## src/rtl/act_packer.sv

```systemverilog
// Requantizes Q3.12 activation results to unsigned Q0.8 (round-half-up, saturating)
// and packs LANES results per output word with valid/ready handshakes on both sides.
module act_packer #(
    parameter int LANES = 4,
    parameter int CNT_W = 16
) (
    input  logic                 clk,
    input  logic                 rst,
    input  logic                 in_valid,
    output logic                 in_ready,
    input  logic [15:0]          in_data,
    input  logic                 in_last,
    output logic                 out_valid,
    input  logic                 out_ready,
    output logic [8*LANES-1:0]   out_data,
    output logic [LANES-1:0]     out_keep,
    output logic                 out_last,
    output logic [CNT_W-1:0]     sat_cnt
);

    localparam int IDX_W = $clog2(LANES);

    logic [IDX_W-1:0]   r_idx;
    logic [8*LANES-1:0] r_acc_data;
    logic [LANES-1:0]   r_acc_keep;
    logic               r_out_valid;
    logic [8*LANES-1:0] r_out_data;
    logic [LANES-1:0]   r_out_keep;
    logic               r_out_last;
    logic [CNT_W-1:0]   r_sat_cnt;

    logic [15:0]        w_sum;
    logic               w_ovf;
    logic               w_sat;
    logic [7:0]         w_q;
    logic               w_in_fire;
    logic               w_out_fire;
    logic               w_complete;
    logic [8*LANES-1:0] w_word_data;
    logic [LANES-1:0]   w_word_keep;
    logic               w_unused;

    // Adding half an output LSB (8 in Q3.12) before truncation gives round-half-up;
    // any carry into the integer bits means the result no longer fits in Q0.8.
    assign w_sum    = {1'b0, in_data[14:0]} + 16'd8;
    assign w_ovf    = (w_sum[15:12] != 4'd0);
    assign w_sat    = in_data[15] | w_ovf;
    assign w_q      = in_data[15] ? 8'h00 : (w_ovf ? 8'hFF : w_sum[11:4]);
    assign w_unused = &{1'b0, w_sum[3:0]};

    assign in_ready   = !rst && (!r_out_valid || out_ready);
    assign w_in_fire  = in_valid && in_ready;
    assign w_out_fire = r_out_valid && out_ready;
    assign w_complete = w_in_fire && ((r_idx == IDX_W'(LANES - 1)) || in_last);

    // Accumulator with the current beat merged into lane r_idx.
    generate
        for (genvar gi = 0; gi < LANES; gi++) begin : g_lane
            assign w_word_data[gi*8 +: 8] = (r_idx == IDX_W'(gi)) ? w_q : r_acc_data[gi*8 +: 8];
            assign w_word_keep[gi]        = (r_idx == IDX_W'(gi)) ? 1'b1 : r_acc_keep[gi];
        end
    endgenerate

    always_ff @(posedge clk) begin
        if (rst) begin
            r_idx       <= '0;
            r_acc_data  <= '0;
            r_acc_keep  <= '0;
            r_out_valid <= 1'b0;
            r_out_data  <= '0;
            r_out_keep  <= '0;
            r_out_last  <= 1'b0;
            r_sat_cnt   <= '0;
        end else begin
            if (w_complete) begin
                r_out_data  <= w_word_data;
                r_out_keep  <= w_word_keep;
                r_out_last  <= in_last;
                r_out_valid <= 1'b1;
                r_idx       <= '0;
                r_acc_data  <= '0;
                r_acc_keep  <= '0;
            end else begin
                if (w_out_fire) begin
                    r_out_valid <= 1'b0;
                end
                if (w_in_fire) begin
                    r_acc_data <= w_word_data;
                    r_acc_keep <= w_word_keep;
                    r_idx      <= r_idx + 1'b1;
                end
            end
            // Counter sticks at all-ones so a long run never reads as a low count.
            if (w_in_fire && w_sat && (r_sat_cnt != {CNT_W{1'b1}})) begin
                r_sat_cnt <= r_sat_cnt + 1'b1;
            end
        end
    end

    assign out_valid = r_out_valid;
    assign out_data  = r_out_data;
    assign out_keep  = r_out_keep;
    assign out_last  = r_out_last;
    assign sat_cnt   = r_sat_cnt;

endmodule

```

## config.mk

```make
export PLATFORM = sky130hd
export DESIGN_NAME = act_packer
export DESIGN_NICKNAME = d
export VERILOG_FILES = /design/src/rtl/act_packer.sv
export SDC_FILE = /design/constraint.sdc
export NUM_CORES = 1
export LEC_CHECK = 0
export ABC_AREA = 1
export CORE_UTILIZATION = 30
export CTS_CLUSTER_DIAMETER = 50
export DETAILED_ROUTE_END_ITERATION = 16
export DONT_BUFFER_PORTS = 1
export HOLD_SLACK_MARGIN = 0.08
export PLACE_DENSITY_LB_ADDON = 0.15
export SETUP_SLACK_MARGIN = 0.3
export SLEW_MARGIN = 20
export SYNTH_ARGS = -nofsm -noshare
export SYNTH_HDL_FRONTEND = slang
export SYNTH_SLANG_ARGS = --single-unit
```

## constraint.sdc

```tcl
create_clock -name clk -period 3.7 [get_ports clk]
set_clock_uncertainty 0.05 [all_clocks]
set_input_delay 0.74 -clock clk [delete_from_list [all_inputs] [get_ports clk]]
set_output_delay 0.74 -clock clk [all_outputs]
set_load 0.01 [all_outputs]
```

; ---- After elaboration in Yosys (flattened, before gate mapping)
; Cells that the tools add are included.
[word_totals]
ff_bits = 92
in_bits = 21
output_inout_bits = 55
word_cells = 42
[op_classes]
addsub = 3
eq_ne = 4
muxes = 12
n_bitwise = 1
n_reduce_logical = 14
[op_table]
columns = cell, count
row1 = 2-to-1 mux 8 bit, 6
row2 = adder 15 x 4 -> 16 bit (second input constant), 1
row3 = adder 16 x 1 -> 16 bit (second input constant), 1
row4 = != test 16 bit (second input constant), 1
row5 = logical AND 1 bit, 6
row6 = 2-to-1 mux 1 bit, 6
row7 = equality test 2 bit (second input constant), 2
row8 = nonzero test 4 bit, 1
row9 = adder 2 x 1 -> 2 bit (second input constant), 1
row10 = equality test 2 x 1 -> 1 bit (second input constant), 1
row11 = zero test 1 bit, 2
row12 = zero test 2 bit, 1
row13 = logical OR 1 bit, 2
row14 = nonzero test 2 bit, 1
row15 = OR reduction 2 bit, 1
row16 = bitwise OR 1 bit, 1

; ---- Logic depth before layout (Yosys ltp)
; Gate-level depths: netlist (run 1).
[logic_depth]
word_depth = 6
mapped_depth = 12
mapped_depth_nobuf = 12

; ---- Worst setup path after synthesis (run 1)
; No wires, ideal clock.
[synth_path]
kind = input to register
start = input port in_data[3]
end = register r_sat_cnt[10], in the netlist sat_cnt[10]
arrival_ns = 2.113
required_time_ns = 3.580
path_slack_ns = 1.467
cell_stages = 12
path_buffers = 1
cell_sequence = ha_1 > nand3_2 > nor2_4 > nand2_1 > nand2_1 > nand2_1 > nor2_2 > nand3_4 > nand3_4 > buf_6 > nand2_1 > a21oi_1
[synth_between]
elab_chain_cells = 5
[synth_lines]
columns = item, line
row1 = "start, declared", 11  ; input logic [15:0] in_data,
row2 = adder 15 x 4 -> 16 bit, 45  ; assign w_sum = {1'b0, in_data[14:0]} + 16'd8;
row3 = nonzero test 4 bit, 46  ; assign w_ovf = (w_sum[15:12] != 4'd0);
row4 = bitwise OR 1 bit, 47  ; assign w_sat = in_data[15] | w_ovf;
row5 = logical AND 1 bit (2 in series), 94  ; if (w_in_fire && w_sat && (r_sat_cnt != {CNT_W{1'b1}})) begin
row6 = "end signal, assigned", 95  ; r_sat_cnt <= r_sat_cnt + 1'b1;
row7 = "end, declared", 30  ; logic [CNT_W-1:0] r_sat_cnt;
; Every way passes these cells.
; A chain may end at the register's enable or synchronous reset.

; ---- Worst setup path after layout (run 1)
[layout_path]
start = input port out_ready
end = register r_out_data[7], in the netlist out_data[7]
[layout_between]
elab_chain_cells = 4
[layout_lines]
columns = item, line
row1 = "start, declared", 14  ; input logic out_ready,
row2 = logical OR 1 bit, 51  ; assign in_ready = !rst && (!r_out_valid || out_ready);
row3 = logical AND 1 bit, 51
row4 = named net in_ready, 10  ; output logic in_ready,
row5 = logical AND 1 bit, 52  ; assign w_in_fire = in_valid && in_ready;
row6 = logical AND 1 bit, 54  ; assign w_complete = w_in_fire && ((r_idx == IDX_W'(LANES - 1)) || in_last);
row7 = "end signal, assigned", 76  ; r_out_data <= w_word_data;
row8 = "end, declared", 27  ; logic [8*LANES-1:0] r_out_data;
; The timed path passes the listed nets, and every way through them passes these cells.

==> summary.txt, run 1 <==
Status: finished, final reports clean
Post-Synth Adder-Cell Area: 1.70%
Switching power share of the total: 25.9%
Critical path arrival: 2.76 ns
Largest fanout on the critical path: 22
Post-synthesis simple-gate area fraction: 32.9%
Most common cell after layout, fill and taps aside: nand2_1
Remaining DRCs: 0
DR pass1 iterations: 4
Diodes inserted: 0
Core footprint: 0.0145 sq mm
Fmax: 390 MHz
Synth top area share: 41.6%
Max cap viols: 0
WL per Instance: 14.6 microns
GRT overflow: 0
DR vias: 4,024
Port Buffer Count: 0
Via/cell ratio: 4.92
Slew @ Worst Pin: 0.502 ns
RSZ-0062 raised after global routing: no
Final Setup Violations: 0
Share of cells above drive strength 1: 5.68%
Min Tclk post-route: 2.56 ns
Fillers: 1,561
Clk slew on worst S/H paths: 0.07 ns
Max VDD drop: 0.250 mV
Post-synthesis mux area share: 0%
Max-slew violation count: 0
Worst Path Class, Setup: primary input to register
Post-Syn Area: 0.00443 sq mm
Tightest Hold Check Type: register to register
Setup_tns: 0 ns
CTS sink count: 92
Fin crit share: 69.3%
Slew HR: 66.6%
Most frequent cells in the layout: nand2_1 (134), dfxtp_1 (92), nor2_1 (77)
Area grow syn2layout: 10.1%
Area contributors post-synth: dfxtp_1 (42%), nand2_1 (11%), nand3_1 (8.5%), a21oi_1 (6.6%), nor2_1 (6.5%)
First-pass GRT wire length: 19,300 microns
Required time of the worst setup path: 3.90 ns
Register area: 0.00184 sq mm
Setup crit end kind: register
PnR worst setup slack: 1.14 ns
Pin count of the biggest net entering global routing: 51
Total wire length: 11,900 microns
Sequential area share after synthesis: 41.6%
Setup bufs post-CTS: 0
Multi-input gate area: 0.00216 sq mm
Synth area leader: dfxtp_1
Gr usage total: 16.5%
Ys Warns: 0
Pwr dens: 429 mW/mm^2
Syn avg cell area: 6.91 sq um
# rows: 44
Switching pwr: 0.542 mW
Cts bufs inserted: 9
Internal: 1.55 mW
Lkg Pwr: 1.97 nW
Overall Power: 2.09 mW
Reg-to-reg setup timing slack: 1.18 ns
Horiz. Die Dim: 123 microns
# hold bufs at CTS: 0
Resize count post-CTS: 0
Seq cells post-synth: 92
Post-Synthesis Cells: 641
Comb pwr share: 8.1%
Setup WS pre-CTS: 0.748 ns
Synth Area in Compound Gates: 10.4%
Worst setup SP type: primary input
Routability cong.: 0.853
Die ar.: 0.0152 sq mm
Clock power share: 41.5%
Vias in the first global route: 3,718
Antenna viol nets, final: 0
Clock Root Buffer: clkbuf_16
# IOs: 76
Initial antenna violation count: 0
Clock tree from TritonCTS: done
NumNets Final: 657
Register share of total power: 50.4%
Final hold violation count: 0
Syn Nets: 668
Post-route core utilization: 33.7%
H-Tree Depth: 3
Skew-Pair Late Insertion Delay: 0.34 ns
First DRT Iteration DRCs: 265
Main combinational cell family by area after synthesis: simple AND/OR/NAND/NOR gates
Die Ht: 123 microns
Unique masters post-synth: 25
Post-synthesis xor/xnor area fraction: 3.76%
CTS max path bufs: 2
Detailed placement HPWL: 8280 microns
Starting Density: 30.6%
-- power by group through the flow --
stage	clock network, mW	registers, mW	logic (mW)
final	0.868	1.05	0.169
after global routing	0.943	1.06	0.194
after CTS	0.903	1.05	0.170
after detailed placement	0	1.08	0.170
after global placement	0	1.08	0.168
after floorplan	0	1.07	0.137
-- stage by stage --
stage | std cells | cell area, sq um | hold WS (ns)
CTS | 818 | 4870 | 0.379
floorplan | 641 | 4430 | 0.355
finish | 818 | 4870 | 0.377
global route | 818 | 4870 | 0.403
detailed placement | 803 | 4600 | 0.368
global placement | 803 | 4600 | 0.363
-- worst paths after layout --
| path | start | endpoint | cells past startpoint |
|---|---|---|---|
| min reg2reg | r_acc_data[31] | r_acc_data[31] | 2 |
| max reg2reg | out_valid | out_data[7] | 10 |
| min | r_acc_data[31] | r_acc_data[31] | 2 |
| max | out_ready | out_data[7] | 11 |
-- critical path: stages --
cell,delay (ns)
inv_1,0.03
a21oi_1,0.27
nand2_1,0.27
inv_2,0.11
buf_4,0.27
nand2_1,0.20
nand2_2,0.26
buf_4,0.32
nand3_1,0.16
nand2_1,0.09
inv_1,0.04
-- Yosys cell counts --
library cell and count:
xor2_1 9, nor2_4 3, buf_6 1, a21oi_1 58, nand3_4 2, clkinv_1 3, a31oi_1 1, inv_1 71
buf_4 1, nor3_1 6, xnor2_1 10, nor2_2 4, o21ai_0 30, nand2_1 135, nand4_1 23, ha_1 6
dfxtp_1 92, clkbuf_1 16, nand3b_1 1, nand3_2 1, buf_2 13, nand3_1 75, nor2_1 77, o21a_1 2
inv_2 1
-- final cells by class --
class                   instances  share of cell area, %
repair buffers                  9                   1.64
inverters                      75                   5.78
flip-flops and latches         92                   37.8
clock inverters                 5                  0.770
well taps                     184                   4.73
multi-input cells             443                   44.4
clock buffers                  10                   4.90
-- cell families (layout without fill, tap and decap cells) --
group	Yosys count	in the layout
AOI/OAI and AO/OA	91	91
xor gates and xnor gates	19	19
adders and majority gates	6	6
buffers and inverters	106	99
DFF	92	92
and+or+nand+nor	327	327
-- registers in the layout, summed over array words and instances (netlist names) --
signal      flops
out_data       32
out_keep        4
out_last        1
out_valid       1
r_acc_data     32
r_acc_keep      4
r_idx           2
sat_cnt        16
-- per-layer routing --
layer	share of wire, %	track usage [%]	wire, microns
met1	48	22.1	5680
met2	44	25.2	5200
met3	6.8	4.15	808
met4	2.1	6.55	246
met5	0	0	0
(Power assumes the default switching activity.)
==> run 2, diff against run 1 <==
Clock period 3.7 ns to 2.2 ns, I/O delays scaled along.
==> summary.txt, run 2 (same netlist as run 1, synthesis figures left out) <==
Status: finished, final reports clean
PnR worst setup slack: 0.444 ns
Initial antenna violation count: 0
# rows: 44
Fillers: 1,572
Area grow syn2layout: 17.4%
Hold Path Origin: rst
Share of cells above drive strength 1: 11.6%
Critical path arrival: 1.95 ns
WL per Instance: 14.5 microns
Min Tclk post-route: 1.76 ns
Max-slew violation count: 0
# IOs: 76
Clock tree from TritonCTS: done
Core footprint: 0.0145 sq mm
Die Ht: 123 microns
Clk slew on worst S/H paths: 0.06 ns
RSZ-0062 raised after global routing: yes
Slew HR: 73.9%
Pwr dens: 714 mW/mm^2
NumNets Final: 687
Horiz. Die Dim: 123 microns
Starting Density: 30.6%
Routability cong.: 0.882
DR pass1 iterations: 4
Max cap viols: 0
Max VDD drop: 0.352 mV
Reg-to-reg endpoint: sat_cnt[1]
Setup WS pre-CTS: 0.0544 ns
Fmax: 569 MHz
Cts bufs inserted: 9
DR vias: 4,118
Largest fanout on the critical path: 8
Worst setup SP type: register
Detailed placement HPWL: 8420 microns
Worst Path Class, Setup: register to register
CP Launch Point: sat_cnt[1]
Required time of the worst setup path: 2.39 ns
First DRT Iteration DRCs: 269
Setup crit end kind: register
Most common cell after layout, fill and taps aside: nand2_1
H-Tree Depth: 3
Lkg Pwr: 2.14 nW
Slew @ Worst Pin: 0.391 ns
Hold Path Cell Cnt: 1
Hold EP: out_keep[1]
Skew-Pair Late Insertion Delay: 0.34 ns
Total wire length: 12,300 microns
# hold bufs at CTS: 0
Reg-to-Reg Start: sat_cnt[1]
Port Buffer Count: 0
Setup_tns: 0 ns
Vias in the first global route: 3,722
Clock Root Buffer: clkbuf_16
Fin crit share: 79.8%
Post-route core utilization: 35.9%
Most frequent cells in the layout: nand2_1 (131), dfxtp_1 (88), nor2_1 (77)
Reg-to-reg setup timing slack: 0.44 ns
Tightest Hold Check Type: primary input to register
Pin count of the biggest net entering global routing: 58
Die ar.: 0.0152 sq mm
Final hold violation count: 0
GRT overflow: 0
CTS sink count: 92
CTS max path bufs: 2
Remaining DRCs: 0
Antenna viol nets, final: 0
Gr usage total: 16.8%
Reg2reg path depth: 11
First-pass GRT wire length: 19,500 microns
Via/cell ratio: 4.85
Final Setup Violations: 0
Diodes inserted: 0
[run 2: changes by cell type in the layout (fill, tap and decap cells not counted), sizes merged]
cell	before	now
buf	9	38
clkbuf	10	12
clkinv	5	3
bufinv	0	1
clkinvlp	2	1
inv	73	74
nand3	78	79
[run 2: power by group]
part	internal (mW)	total (mW)	switching [mW]
Combinational	0.111	0.317	0.206
Sequential	1.72	1.77	0.0498
Clock	0.952	1.63	0.674
Total	2.78	3.71	0.929
[run 2: routing by layer]
metal  GRT usage, %  share of wire, %  up-vias
li1               -                 -     2106
met1           22.4                47     1908
met2           25.2                46       87
met3           3.69               5.2       17
met4           8.58               2.1        0
met5              0                 0        -
[run 2: how the worst max path moves through the flow]
stage / endpoint / depth (start not counted)
after floorplan: out_data[0] / 11
after global placement: r_acc_data[16] / 12
after detailed placement: r_acc_data[16] / 12
after CTS: sat_cnt[1] / 11
after global routing: out_data[31] / 12
final: sat_cnt[1] / 11
[run 2: cell type report]
class | count | area (sq um) | area share (%)
clock inverter | 4 | 55.1 | 1.06
inverter | 75 | 282 | 5.42
sequential | 92 | 1850 | 35.5
multi-input combinational | 444 | 2210 | 42.5
clock buffer | 12 | 256 | 4.93
tap | 184 | 230 | 4.43
timing repair buffer | 38 | 318 | 6.11
[run 2: critical path: stages (launching register included)]
cell and delay, ns:
dfxtp_2 0.36, ha_4 0.15, nand2_2 0.07, nor2_2 0.10, nand4_1 0.16, nor2_2 0.15
nand4_1 0.14, buf_6 0.19, nand3_4 0.12, nand2_1 0.08, nand2_1 0.06, nor2_1 0.04
[run 2: what timing repair did]
action	4_1_cts	5_1_grt
setup endpoints to repair	15	75
gates resized for setup	3	9
setup buffers	5	4
pin swaps	4	5
gates cloned	1	0
[run 2: stage by stage]
step	power [mW]	hold slack (ns)	cell area, sq um	instances
floorplan	2.03	0.355	4450	641
global placement	2.11	0.362	4760	823
detailed placement	2.12	0.365	4760	823
CTS	3.76	0.0980	5150	845
global route	3.88	0.107	5200	849
finish	3.71	0.122	5200	849
==> run 3, diff against run 2 <==
Clock period 2.2 ns to 1.6 ns, I/O delays scaled along.
==> summary.txt, run 3 (same netlist as run 1, synthesis figures left out) <==
Min Tclk post-route: 1.70 ns
CTS max path bufs: 2
Setup crit end kind: register
Pin count of the biggest net entering global routing: 51
Required time of the worst setup path: 1.79 ns
Final Setup Violations: 42
# IOs: 76
Worst Path Class, Setup: register to register
Max VDD drop: 0.509 mV
First DRT Iteration DRCs: 201
Routability cong.: 0.812
DR vias: 4,503
Worst setup SP type: register
Largest fanout on the critical path: 7
Detailed placement HPWL: 8750 microns
Horiz. Die Dim: 123 microns
Lkg Pwr: 2.78 nW
Share of cells above drive strength 1: 40.1%
Slew HR: 70.1%
Area grow syn2layout: 58.4%
CP max-delay cell: dfxtp_4
Antenna viol nets, final: 0
Violations in the final reports: hold timing, setup timing
Max-slew violation count: 0
DR pass1 iterations: 4
Vias in the first global route: 4,326
Initial antenna violation count: 0
Clk slew on worst S/H paths: 0.07 ns
Most frequent cells in the layout: nand2_1 (111), dfxtp_1 (87), inv_1 (63)
Clock tree from TritonCTS: done
Tightest Hold Check Type: primary input to register
Slowest stage delay, CP: 0.36 ns
Hold WS: -0.0202 ns
First-pass GRT wire length: 22,100 microns
NumNets Final: 753
Final hold violation count: 10
RSZ-0062 raised after global routing: yes
Status: complete, but fails checks
Slew @ Worst Pin: 0.448 ns
Fin crit share: 106%
GRT overflow: 0
Port Buffer Count: 0
# rows: 44
Diodes inserted: 0
Fillers: 1,351
Most used cell, CP: nand4_1
Remaining DRCs: 0
CTS sink count: 92
Dpl cell area: 0.00519 sq mm
Gr usage total: 19.0%
Pwr dens: 789 mW/mm^2
WL per Instance: 15.2 microns
Fmax: 588 MHz
Critical path cell sequence: ha_4 > nand2_4 > nor2_4 > nand4_1 > nor2_2 > nand4_1 > buf_6 > clkbuf_16 > nand4_1 > a21oi_1
Critical path arrival: 1.89 ns
Cts bufs inserted: 9
Die Ht: 123 microns
Starting Density: 30.6%
Via/cell ratio: 4.92
H-Tree Depth: 3
Max cap viols: 0
Die ar.: 0.0152 sq mm
Reg-to-reg setup timing slack: -0.10 ns
Clock Root Buffer: clkbuf_16
PnR worst setup slack: -0.101 ns
Skew-Pair Late Insertion Delay: 0.35 ns
Total wire length: 13,900 microns
Design Area, Final: 0.00701 sq mm
Core footprint: 0.0145 sq mm
Most common cell after layout, fill and taps aside: nand2_1
Setup WS pre-CTS: -0.205 ns
==> run 3: layout make-up <==
type | instances | area [sq um] | share of cell area (%)
Multi-Input combinational cell | 444 | 3010 | 42.9
Sequential cell | 92 | 1850 | 26.4
Timing Repair Buffer | 103 | 1240 | 17.8
Inverter | 75 | 339 | 4.84
Clock buffer | 11 | 254 | 3.62
Tap cell | 184 | 230 | 3.28
Clock inverter | 5 | 66.3 | 0.946
Timing Repair inverter | 1 | 16.3 | 0.232
==> run 3: final timing paths <==
check,from,endpoint,depth (start not counted)
min reg2reg,r_acc_data[25],r_acc_data[25],2
max,sat_cnt[0],sat_cnt[5],10
min,rst,out_valid,1
max reg2reg,sat_cnt[0],sat_cnt[5],10
==> run 3: critical path, delay by kind of cell (launching register included) <==
kind | cells | cell delay [ns]
adders and majority gates | 1 | 0.14
buffers and inverters | 2 | 0.33
and+or+nand+nor | 6 | 0.63
AOI/OAI and AO/OA | 1 | 0.07
DFF | 1 | 0.36
==> run 3: per-stage QoR <==
stage	utilization, %	hold slack [ns]	total power [mW]	instances	setup TNS, ns
2_1_floorplan	-	0.358	2.86	641	-4.80
3_3_place_gp	35.9	0.341	2.98	847	-9.04
3_5_place_dp	35.9	0.343	2.98	847	-9.80
4_1_cts	45.2	-0.0342	5.51	904	-1.25
5_1_grt	48.4	-0.0401	5.79	915	-7.10
6_report	48.4	-0.0202	5.53	915	-1.84
==> run 3: what timing repair did <==
action / 4_1_cts / 5_1_grt
gates cloned: 10 / 2
endpoints found under the hold margin: 44 / 34
buffers inserted: 31 / 9
gates resized for setup: 166 / 86
pin swaps: 47 / 50
setup endpoints to repair: 90 / 93
==> run 3: layer usage <==
metal  wire [microns]  vias to the layer above  global-route usage, %
met5                0                        -                      0
li1                 -                     2258                      -
met3              823                       11                   4.57
met2             6730                      123                   31.4
met1             6230                     2111                   24.2
met4              137                        0                   6.02
==> run 3: report_power, final <==
group | switching, mW | internal [mW] | total, mW
Combinational | 0.425 | 0.376 | 0.801
Clock | 0.954 | 1.33 | 2.28
Sequential | 0.0893 | 2.36 | 2.45
Total | 1.47 | 4.07 | 5.53
